--- config.mk ---
export PLATFORM = sky130hd
export DESIGN_NAME = rep3_serial_decoder
export DESIGN_NICKNAME = d
export VERILOG_FILES = /design/src/rtl/rep3_serial_decoder.sv
export SDC_FILE = /design/constraint.sdc
export NUM_CORES = 1
export LEC_CHECK = 0
export CAP_MARGIN = 20
export CELL_PAD_IN_SITES_DETAIL_PLACEMENT = 1
export CELL_PAD_IN_SITES_GLOBAL_PLACEMENT = 2
export CORE_MARGIN = 2
export CORE_UTILIZATION = 31
export CTS_CLUSTER_SIZE = 40
export DETAILED_ROUTE_END_ITERATION = 10
export PLACE_DENSITY_LB_ADDON = 0.1
export SLEW_MARGIN = 20
export SYNTH_ARGS = -nofsm -noshare
export SYNTH_HDL_FRONTEND = slang
export SYNTH_SLANG_ARGS = --single-unit
--- constraint.sdc ---
create_clock -name clk -period 1.7 [get_ports clk]
set_clock_uncertainty 0.05 [all_clocks]
set_input_delay 0.425 -clock clk [delete_from_list [all_inputs] [get_ports clk]]
set_output_delay 0.425 -clock clk [all_outputs]
set_load 0.01 [all_outputs]
--- src/rtl/rep3_serial_decoder.sv ---
// Triple-repetition serial link receiver: majority-votes each sample triple and assembles
// WIDTH-bit words MSB-first onto a valid/ready output. Define PARITY_CHECK_EN for a trailing even-parity triple.
module rep3_serial_decoder #(
    parameter int WIDTH = 8,
    parameter int CNT_W = 4
) (
    input  logic             clk,
    input  logic             rst,
    input  logic             in_valid,
    input  logic             in_sof,
    input  logic             in_bit,
    output logic             in_ready,
    output logic             out_valid,
    input  logic             out_ready,
    output logic [WIDTH-1:0] out_data,
    output logic [CNT_W-1:0] out_err_cnt,
    output logic             out_par_err
);

    localparam int BW = (WIDTH > 1) ? $clog2(WIDTH) : 1;

`ifdef PARITY_CHECK_EN
    typedef enum logic [1:0] {ST_RX, ST_PAR, ST_HOLD} state_t;
`else
    typedef enum logic [1:0] {ST_RX, ST_HOLD} state_t;
`endif

    state_t            state, state_nxt;
    logic [1:0]        samp_cnt;
    logic [BW-1:0]     bit_cnt;
    logic              s0, s1;
    logic [WIDTH-1:0]  shreg;
    logic [CNT_W-1:0]  err;

    logic accept, triple_done, last_bit, vote, unanimous;

    assign in_ready    = (state != ST_HOLD);
    assign out_valid   = (state == ST_HOLD);
    assign accept      = in_valid && in_ready;
    // A start-of-frame sample always restarts the word, so it never completes a triple.
    assign triple_done = accept && !in_sof && (samp_cnt == 2'd2);
    assign last_bit    = (bit_cnt == BW'(WIDTH - 1));
    assign vote        = (s0 & s1) | (s0 & in_bit) | (s1 & in_bit);
    assign unanimous   = (s0 == s1) && (s1 == in_bit);

    assign out_data    = shreg;
    assign out_err_cnt = err;

    always_ff @(posedge clk or posedge rst) begin
        if (rst) begin
            state <= ST_RX;
        end else begin
            state <= state_nxt;
        end
    end

    always_comb begin
        // NOTE: defaulting every combinational output first keeps paths latch-free.
        state_nxt = state;
        unique case (state)
            ST_RX: begin
                if (triple_done && last_bit) begin
`ifdef PARITY_CHECK_EN
                    state_nxt = ST_PAR;
`else
                    state_nxt = ST_HOLD;
`endif
                end
            end
`ifdef PARITY_CHECK_EN
            ST_PAR: begin
                if (accept && in_sof) begin
                    state_nxt = ST_RX;
                end else if (triple_done) begin
                    state_nxt = ST_HOLD;
                end
            end
`endif
            ST_HOLD: begin
                if (out_ready) begin
                    state_nxt = ST_RX;
                end
            end
            default: state_nxt = ST_RX;
        endcase
    end

`ifdef PARITY_CHECK_EN
    logic par_err;
    assign out_par_err = par_err;
`else
    assign out_par_err = 1'b0;
`endif

    always_ff @(posedge clk or posedge rst) begin
        if (rst) begin
            // NOTE: non-blocking assignments for all state; the shift register is reset too so out_data is 0 after reset.
            samp_cnt <= '0;
            bit_cnt  <= '0;
            s0       <= 1'b0;
            s1       <= 1'b0;
            shreg    <= '0;
            err      <= '0;
`ifdef PARITY_CHECK_EN
            par_err  <= 1'b0;
`endif
        end else if (accept) begin
            if (in_sof) begin
                s0       <= in_bit;
                samp_cnt <= 2'd1;
                bit_cnt  <= '0;
                err      <= '0;
            end else begin
                unique case (samp_cnt)
                    2'd0: begin
                        s0       <= in_bit;
                        samp_cnt <= 2'd1;
                    end
                    2'd1: begin
                        s1       <= in_bit;
                        samp_cnt <= 2'd2;
                    end
                    default: begin
                        samp_cnt <= 2'd0;
                        if (!unanimous && !(&err)) begin
                            err <= err + 1'b1;
                        end
                        if (state == ST_RX) begin
                            shreg   <= {shreg[WIDTH-2:0], vote};
                            bit_cnt <= last_bit ? '0 : bit_cnt + 1'b1;
                        end
`ifdef PARITY_CHECK_EN
                        else begin
                            par_err <= (^shreg) != vote;
                        end
`endif
                    end
                endcase
            end
        end else if (out_valid && out_ready) begin
            err     <= '0;
`ifdef PARITY_CHECK_EN
            par_err <= 1'b0;
`endif
        end
    end

endmodule

==> metrics.log <==
[metrics] sequential cell area: 500 sq um
[metrics] count of distinct cell types in the synthesized netlist: 29
[metrics] outcome: finished clean
[metrics] number of pins exceeding their max-slew limit in the final report: 0
[metrics] max cap viols: 0
[metrics] dominant combinational cell family by area after synthesis: simple AND/OR/NAND/NOR gates
[metrics] Switch Pwr: 0.437 mW
[metrics] syn avg cell area: 11.0 sq um
[metrics] number of buffers on the longest clock path: 2
[metrics] worst-path cell chain: buf_4, inv_1, clkdlybuf4s15_1
[metrics] post-route design area: 1420 sq um
[metrics] required time at the endpoint of the critical path: 1.22 ns
[metrics] leftover overflow at the end of global routing: 0
[metrics] top cells by area in the synthesized netlist: dfrtp_1 (51%), mux2_2 (10%), ha_1 (6.3%), nand2_1 (4.2%), o21ai_0 (3.5%)
[metrics] HPWL Detailed: 1690 microns
[metrics] count of buffer and inverter cells on the critical path: 3
[metrics] horizontal die dimension: 60.5 microns
[metrics] slowest stage delay, CP: 0.43 ns
[metrics] pin count of the biggest net entering global routing: 21
[metrics] # DRC: 0
[metrics] leading cell type by number of instances after synthesis: dfrtp_1
[metrics] clock tree from TritonCTS: built
[metrics] adder and majority gate portion of the synthesized area: 6.32%
[metrics] CP endpoint kind: output port
[metrics] final count of negative-setup-slack endpoints: 0
[metrics] post-synthesis async set-or-reset flop share: 100%
[metrics] cell family contributing the most delay on the critical path: buffers and inverters
[metrics] site row count: 20
[metrics] Cell Count, Final, Fillers Out: 172
[metrics] critical path's slowest cell: dfrtp_1
[metrics] initial core utilization: 32.4%
[metrics] global-route wire length before repair: 3950 microns
[metrics] Synth Instances: 90
[metrics] sequential share of power: 43.1%
[metrics] GRT Util Overall: 14.9%
[metrics] summed instance area of the synthesized netlist: 990 sq um
[metrics] via count of the routed design: 813
[metrics] Sink Count: 20
[metrics] fraction of synthesized cell area in xor and xnor cells: 0%
[metrics] Clk Latency, worst-skew pair: 0.31 ns
[metrics] remaining antenna violation count after routing: 0
[metrics] total number of yosys warnings: 0
[metrics] DR vias/cell: 4.73
[metrics] Core Region: 3050 sq um
[metrics] multi-input combinational cell area: 465 sq um
[metrics] Total Die Area: 3660 sq um
[metrics] Cells after DPL: 160
[metrics] post-synthesis sequential area ratio: 50.6%
[metrics] antenna violations before repair: 0
[metrics] Hold/Removal Path Class: in -> async
[metrics] number of hold violations in the final report: 0
[metrics] setup repair after global routing missed its margin: no
[metrics] #FFs+latches synth: 20
[metrics] filler cell count: 353
[metrics] Routed WL per cell: 13.6 microns
[metrics] Layout area overhead: 43.5%
[metrics] root buffer selected by CTS: clkbuf_4
[metrics] crit start category: register
[metrics] leading cell types by count after synthesis: dfrtp_1 (20), nand2_1 (11), mux2_2 (9), o21ai_0 (7), nor2_1 (6)
[metrics] y dimension of the die: 60.5 microns
[metrics] largest area contributor in the synthesized netlist: dfrtp_1
[metrics] worst setup path category: reg -> out
[metrics] Sw Share: 29.1%
[metrics] core utilization of the finished layout: 46.5%
[metrics] Max Fclk: 605 MHz
[metrics] Post-synth EDFFs: 0
[metrics] peak ir drop on the vdd network: 0.000528 V
[metrics] worst-case hold slack: 0.384 ns
[metrics] WP data arrival: 1.18 ns
[metrics] count of antenna diodes in the layout: 0
[metrics] clock period minus worst slack: 1.65 ns
[metrics] combinational share of power: 30.6%
[metrics] Pre-Repair DR Iteration Count: 3
[metrics] number of global-route vias before repair: 843
[metrics] Clock Power Share: 26.3%
[metrics] total negative slack: 0 ns
[metrics] number of top-level design ports: 21
[metrics] crit path setup slack, layout: 0.0474 ns
[metrics] Yosys top cell area share: 50.6%
[metrics] Most used DFF post-synth: dfrtp_1
[metrics] clock transition time at the flip-flop clock pins of the worst setup and hold paths: 0.12 ns
[metrics] Max Fanout on Critical Path: 3
[metrics] port buffer count: 19
[metrics] internal power consumption: 1.07 mW
[metrics] slack of the worst reg-to-reg path: 0.08 ns
[metrics] routed wire length: 2340 microns
[metrics] count of nets after finishing: 140
[metrics] leakage power of the design: 0.734 nW
[metrics] overall power of the completed layout: 1.50 mW
[metrics] global placement routability congestion: 0.822
[metrics] total cell area at the placement stage: 1310 sq um
[metrics] fraction of layout instances using a drive strength above 1: 27.3%
[metrics] number of clock buffers inserted by TritonCTS: 3
[metrics] post-synthesis mux area share: 10.2%
[metrics] final period utilization: 97.2%
[metrics] Syn Nets: 101
[metrics] violation count after the first detailed-routing iteration: 17
[metrics] H-tree levels: 1
[metrics] power density over cell area: 1060 nW/um^2
[metrics] compound-cell area share of the yosys netlist: 12.6%
[metrics] Placement Setup Slack: -0.387 ns
[metrics] simple logic cell fraction of the synthesized area: 16.7%
==> state kept, by name, indices dropped and copies added (netlist names) <==
signal,count
out_data,8
out_err_cnt,4
bit_cnt,3
samp_cnt,2
s0,1
s1,1
state,1
==> cells in the final DEF, fill, tap and decap left out, drive strengths merged, types with 2 or more instances in the layout <==
| cell | synthesis | routed |
|---|---|---|
| a21oi | 2 | 2 |
| a31oi | 5 | 5 |
| buf | 3 | 18 |
| clkbuf | 0 | 3 |
| clkdlybuf4s50 | 0 | 3 |
| dfrtp | 20 | 20 |
| dlygate4sd2 | 0 | 13 |
| dlymetal6s2s | 0 | 2 |
| ha | 5 | 5 |
| inv | 2 | 2 |
| mux2 | 9 | 9 |
| nand2 | 11 | 11 |
| nand2b | 2 | 2 |
| nand3 | 2 | 2 |
| nor2 | 6 | 6 |
| nor2b | 3 | 3 |
| nor3b | 2 | 2 |
| o21ai | 7 | 7 |
==> power by group through the flow <==
stage,logic (mW),clock network (mW),registers [mW]
2_1_floorplan,0.199,0,0.685
3_3_place_gp,0.436,0,0.670
3_5_place_dp,0.448,0,0.678
4_1_cts,0.468,0.417,0.649
5_1_grt,0.513,0.424,0.668
6_report,0.460,0.394,0.647
==> cells by family (layout without fill, tap and decap cells) <==
kind of cell / after synthesis / count (layout)
and+or+nand+nor: 30 / 30
AOI/OAI and AO/OA: 20 / 20
DFF: 20 / 20
muxes: 9 / 9
adders and majority gates: 5 / 5
buffers and inverters: 5 / 43
other: 1 / 1
==> worst register-to-register path: cells and delay by family (launching register included) <==
family,cells,cell delay [ns]
buffers and inverters,2,0.33
DFF,1,0.43
muxes,1,0.33
and+or+nand+nor,2,0.38
==> routing by layer <==
layer | vias to the layer above | wire (microns) | global-route usage (%)
met5 | - | 0 | 0
met4 | 0 | 51 | 7.45
met3 | 5 | 51 | 1.92
met2 | 11 | 1180 | 25.6
met1 | 404 | 1050 | 18.4
li1 | 393 | - | -
==> area by class of cell <==
type,count,share of cell area (%)
Sequential cell,20,35.2
Tap cell,44,3.88
Clock inverter,1,2.11
Inverter,2,0.529
Timing Repair Buffer,37,23.9
Clock buffer,3,1.59
Multi-Input combinational cell,65,32.8
==> what timing repair did <==
action,4_1_cts,5_1_grt
pin swaps,0,1
setup endpoints to repair,15,11
cloned,0,0
resized for setup,15,4
setup buffers,7,1
hold buffers,0,0
==> final timing paths <==
kind,startpoint,end,cells after the start
setup / recovery,state[0],in_ready,3
hold / removal,rst,bit_cnt[2],3
setup reg to reg,state[0],out_data[4],5
hold reg to reg,out_data[7],out_data[7],1
max in group asynchronous,rst,state[0],3
min in group clk,in_bit,s0,3
Note: power is estimated with default switching activity, not from simulation.
